==> config.mk <==
export PLATFORM = sky130hd
export DESIGN_NAME = mult_alu_seq
export DESIGN_NICKNAME = d
export VERILOG_FILES = /design/src/rtl/mult_alu_seq.sv
export SDC_FILE = /design/constraint.sdc
export NUM_CORES = 1
export LEC_CHECK = 0
export BUFFER_PORTS_ARGS = -buffer_cell sky130_fd_sc_hd__clkbuf_2
export CAP_MARGIN = 20
export CORE_MARGIN = 5
export CORE_UTILIZATION = 50
export DETAILED_ROUTE_END_ITERATION = 6
export MAX_ROUTING_LAYER = met4
export PLACE_DENSITY_LB_ADDON = 0.3
export SYNTH_ARGS = -nofsm -noshare
export SYNTH_HDL_FRONTEND = slang
export SYNTH_SLANG_ARGS = --single-unit
==> constraint.sdc <==
create_clock -name clk -period 10.9 [get_ports clk]
set_clock_uncertainty 0.05 [all_clocks]
set_input_delay 1.09 -clock clk [delete_from_list [all_inputs] [get_ports clk]]
set_output_delay 1.09 -clock clk [all_outputs]
set_load 0.03 [all_outputs]
==> src/rtl/mult_alu_seq.sv <==
// mult_alu_seq: shift-and-add MULT/MULTU sequencer using the shared ALU; ports clk/rst, start/is_signed/op_a/op_b in, busy/done/hi/lo out, alu_first/alu_second/alu_op to ALU, alu_result/alu_zero from ALU
module mult_alu_seq #(
  parameter int WIDTH = 32
) (
  input  logic             clk,
  input  logic             rst,
  input  logic             start,
  input  logic             is_signed,
  input  logic [WIDTH-1:0] op_a,
  input  logic [WIDTH-1:0] op_b,
  output logic             busy,
  output logic             done,
  output logic [WIDTH-1:0] hi,
  output logic [WIDTH-1:0] lo,
  output logic [WIDTH-1:0] alu_first,
  output logic [WIDTH-1:0] alu_second,
  output logic [2:0]       alu_op,
  input  logic [WIDTH-1:0] alu_result,
  input  logic             alu_zero
);
  localparam int CW = $clog2(WIDTH) + 1;
  localparam logic [2:0] OP_ADD = 3'b010;
  localparam logic [2:0] OP_SUB = 3'b110;
  typedef enum logic [2:0] {IDLE, NEG_A, NEG_B, ITER, NEG_LO, NEG_HI, DEC_HI, DONE} state_t;
  state_t state_q, state_d;
  logic [WIDTH-1:0] mcand_q, mcand_d, mplier_q, mplier_d, hi_acc_q, hi_acc_d, hi_q, hi_d, lo_q, lo_d;
  logic [CW-1:0] count_q, count_d;
  logic is_signed_q, is_signed_d, neg_res_q, neg_res_d, lo_was_zero_q, lo_was_zero_d;
  logic busy_q, busy_d, done_q, done_d, carry;
  always_comb begin
    alu_first  = '0;
    alu_second = '0;
    alu_op     = OP_ADD;
    case (state_q)
      NEG_A:  begin alu_second = mcand_q; alu_op = OP_SUB; end
      NEG_B:  begin alu_second = mplier_q; alu_op = OP_SUB; end
      ITER:   begin alu_first = hi_acc_q; alu_second = mplier_q[0] ? mcand_q : '0; end
      NEG_LO: begin alu_second = mplier_q; alu_op = OP_SUB; end
      NEG_HI: begin alu_second = hi_acc_q; alu_op = OP_SUB; end
      DEC_HI: begin alu_first = hi_acc_q; alu_second = WIDTH'(1); alu_op = OP_SUB; end
      default: ;
    endcase
  end
  // ALU has no carry out; recover it from the operand and result sign bits
  assign carry = (alu_first[WIDTH-1] & alu_second[WIDTH-1]) |
                 ((alu_first[WIDTH-1] | alu_second[WIDTH-1]) & ~alu_result[WIDTH-1]);
  always_comb begin
    state_d       = state_q;
    mcand_d       = mcand_q;
    mplier_d      = mplier_q;
    hi_acc_d      = hi_acc_q;
    count_d       = count_q;
    is_signed_d   = is_signed_q;
    neg_res_d     = neg_res_q;
    lo_was_zero_d = lo_was_zero_q;
    case (state_q)
      IDLE: if (start) begin
        mcand_d     = op_a;
        mplier_d    = op_b;
        is_signed_d = is_signed;
        neg_res_d   = is_signed & (op_a[WIDTH-1] ^ op_b[WIDTH-1]);
        hi_acc_d    = '0;
        count_d     = '0;
        state_d     = (is_signed & op_a[WIDTH-1]) ? NEG_A : (is_signed & op_b[WIDTH-1]) ? NEG_B : ITER;
      end
      NEG_A: begin
        mcand_d = alu_result;
        state_d = (is_signed_q & mplier_q[WIDTH-1]) ? NEG_B : ITER;
      end
      NEG_B: begin
        mplier_d = alu_result;
        state_d  = ITER;
      end
      ITER: begin
        // shift {carry, sum, mplier} right by one; product low bits fill mplier from the top
        {hi_acc_d, mplier_d} = {carry, alu_result, mplier_q[WIDTH-1:1]};
        count_d = count_q + 1'b1;
        state_d = (count_q == CW'(WIDTH - 1)) ? (neg_res_q ? NEG_LO : DONE) : ITER;
      end
      NEG_LO: begin
        mplier_d      = alu_result;
        lo_was_zero_d = alu_zero;
        state_d       = NEG_HI;
      end
      NEG_HI: begin
        hi_acc_d = alu_result;
        state_d  = lo_was_zero_q ? DONE : DEC_HI;
      end
      DEC_HI: begin
        hi_acc_d = alu_result;
        state_d  = DONE;
      end
      default: state_d = IDLE;
    endcase
  end
  // outputs load on entry to DONE so hi/lo are valid in the same cycle as the done pulse
  always_comb begin
    done_d = state_d == DONE;
    busy_d = state_d != IDLE;
    hi_d   = done_d ? hi_acc_d : hi_q;
    lo_d   = done_d ? mplier_d : lo_q;
  end
  always_ff @(posedge clk or posedge rst) begin
    if (rst) begin
      state_q       <= IDLE;
      mcand_q       <= '0;
      mplier_q      <= '0;
      hi_acc_q      <= '0;
      count_q       <= '0;
      is_signed_q   <= 1'b0;
      neg_res_q     <= 1'b0;
      lo_was_zero_q <= 1'b0;
      busy_q        <= 1'b0;
      done_q        <= 1'b0;
      hi_q          <= '0;
      lo_q          <= '0;
    end else begin
      state_q       <= state_d;
      mcand_q       <= mcand_d;
      mplier_q      <= mplier_d;
      hi_acc_q      <= hi_acc_d;
      count_q       <= count_d;
      is_signed_q   <= is_signed_d;
      neg_res_q     <= neg_res_d;
      lo_was_zero_q <= lo_was_zero_d;
      busy_q        <= busy_d;
      done_q        <= done_d;
      hi_q          <= hi_d;
      lo_q          <= lo_d;
    end
  end
  assign busy = busy_q;
  assign done = done_q;
  assign hi   = hi_q;
  assign lo   = lo_q;
endmodule

==> run metrics <==
wire per inst 21.47 um; ys async rst share 100.0%; Filler cells 1433; placed inst area 9937 um2; Synth Flop Type dfrtp_1; Final Cell Area 10540 um2; final setup TNS 0 ns; Via density 6.006; Via Count 7424; largest net degree at the start of global routing 102; vias in the first global route 7431; Worst IR Drop VDD 0.1748 mV; Die W 141.9 um; clk buf depth 2; min cycle time layout 4.377 ns; maxcap violations 0; Top Ports 234; Placer Congestion 0.8406; setup bufs post-CTS 0; most frequent cells in the layout clkbuf_2, dfrtp_1, nand2_1; antenna viol nets, final 0; Synth Register Bits 174; Non-Filler Instances 1236; Yosys cell types 49; HPWL after DPL 17.21 mm; Inserted Diodes 0; share of total power in combinational logic 50.8%; layout cell share with drive strength beyond 1 35.21%; routed wire length 26.53 mm; TritonCTS clock tree built; Mean Syn Cell Area 10.75 um2; total CTS buffers 17; hold_buf cts 0; Seq/Total Area, Yosys 50.05%; nets@finish 1100; antenna violations before repair 0; CP arrival 3.24 ns; die height 141.9 um; DR pass1 iterations 6; grt ovf 0; H-tree depth 4; RSZ-0062 raised after global routing false; CTS sink cnt 174; switching share of total power 46.69%; Hold Path Class reg -> reg; Final Power 3.690 mW; final critical-path share of the clock period 40.15%; Worst R2R Setup Slack 6.99 ns; fmax 0.2285 GHz; crit path max fanout 51; most common cell after layout, fill and taps aside clkbuf_2; Int Power 1.967 mW; synth warn 0; Worst Hold Margin 0.4604 ns; Clk network pwr share 17.1%; Area Overhead vs Synth 21.17%; final worst setup slack 6.523 ns; global-route wire length before repair 42.11 mm; Mapped Area 8700 um2; Starting Density 50.65%; final core utilization 61.37%; pwr/cell area 350.0 nW/um2; Iter 0 DRT Violations 767; Slew @ Worst Pin 1.020 ns; Post-synth EDFFs 0; Hold Fails Final Rpt 0; status complete, no violations; Synth Instances 809; Reg power frac 32.1%; IO buf count 231; Startpoint Class flop; core footprint 17180 um2; Setup Crit Path Kind reg -> out; setup slack at placement 7.003 ns; Max-slew headroom 31.75%; Psw 1.723 mW; CTS-repair resized insts 0; P_leak 5.260 nW; Residual DRC 0; # placed instances 1204; Worst setup EP type primary output; Required @ worst endpoint 9.76 ns; syn_nets 911; GRT Overall Usage 27.46%; full die area 20140 um2; clk root buf clkbuf_16; row count 48; worst-skew pair later-pin latency 0.43 ns; clk slew on worst S/H paths 0.07 ns; final setup violation count 0; Final Max Slew Viols 0
==> cells in the mapped netlist (3+ instances only) <==
library cell	n	area share [%]
dfrtp_1	174	50
nand2_1	135	5.8
mux2_4	49	8.5
o21ai_0	44	2.5
clkbuf_1	40	1.7
a21oi_1	35	2.0
inv_1	34	1.5
a221o_1	33	3.8
and3_1	33	2.4
nand3b_1	33	2.8
mux2i_1	32	3.7
a222oi_1	30	3.5
a22oi_1	30	2.6
buf_2	21	1.2
mux2_2	17	2.2
nor2_1	9	0.39
buf_8	5	0.86
and2_1	3	0.22
buf_1	3	0.13
buf_4	3	0.26
nand2b_1	3	0.22
nor3_1	3	0.17
xor2_1	3	0.30
==> cell type report <==
class	instances	area [um2]	share of cell area, %
inverter	34	132.6	1.258
clock buffer	18	439.2	4.166
clock inverter	14	165.2	1.567
timing repair buffer	243	1246	11.82
multi-input combinational	528	3919	37.17
tap	225	281.5	2.671
sequential	174	4358	41.34
==> state kept, by name (all words and copies together), names as in the netlist <==
register / cells
hi: 32
done: 1
is_signed_q: 1
state_q: 3
lo_was_zero_q: 1
mplier_q: 32
neg_res_q: 1
hi_acc_q: 32
mcand_q: 32
busy: 1
lo: 32
count_q: 6
==> power by group through the flow <==
stage | registers (mW) | clock network, mW | logic (mW)
final | 1.19 | 0.630 | 1.87
after global routing | 1.22 | 0.663 | 2.02
after CTS | 1.18 | 0.635 | 1.88
after detailed placement | 1.19 | 0 | 1.87
after global placement | 1.18 | 0 | 1.84
after floorplan | 1.35 | 0 | 1.13
==> critical path, stage by stage (launching register included) <==
cell	delay, ns
dfrtp_2	0.36
buf_4	0.52
xnor2_1	0.24
nor2_4	0.47
buf_4	0.58
a222oi_1	0.27
inv_1	0.11
clkbuf_2	0.20
==> cells by family (layout without fill, tap and decap cells) <==
logic type | Yosys count | after routing | synth area share [%]
AO/OA/AOI/OAI | 190 | 190 | 15.95
XOR/XNOR | 5 | 5 | 0.5035
adder cells (fa/ha/maj) | 1 | 1 | 0.1438
buffers and inverters | 107 | 309 | 5.782
flip-flops | 174 | 174 | 50.05
multiplexers | 98 | 98 | 14.34
other | 2 | 2 | 0.08633
AND/OR/NAND/NOR | 232 | 232 | 13.15
==> worst paths after layout <==
kind / startpoint / to / cells after the start
worst min register to register: hi[11] / hi[11] / 1
worst min-delay path: hi[11] / hi[11] / 1
min in group asynchronous: rst / is_signed_q / 2
worst max-delay path: state_q[1] / alu_second[22] / 7
worst max register to register: state_q[1] / lo[30] / 8
max in group asynchronous: rst / lo[13] / 3
==> metal layers <==
metal	GRT usage, %	wire [um]
met2	42.69	12350
met3	4.988	2254
met1	37.27	11390
met5	-	0
met4	7.778	534
Power figures use the tool's default switching activity.
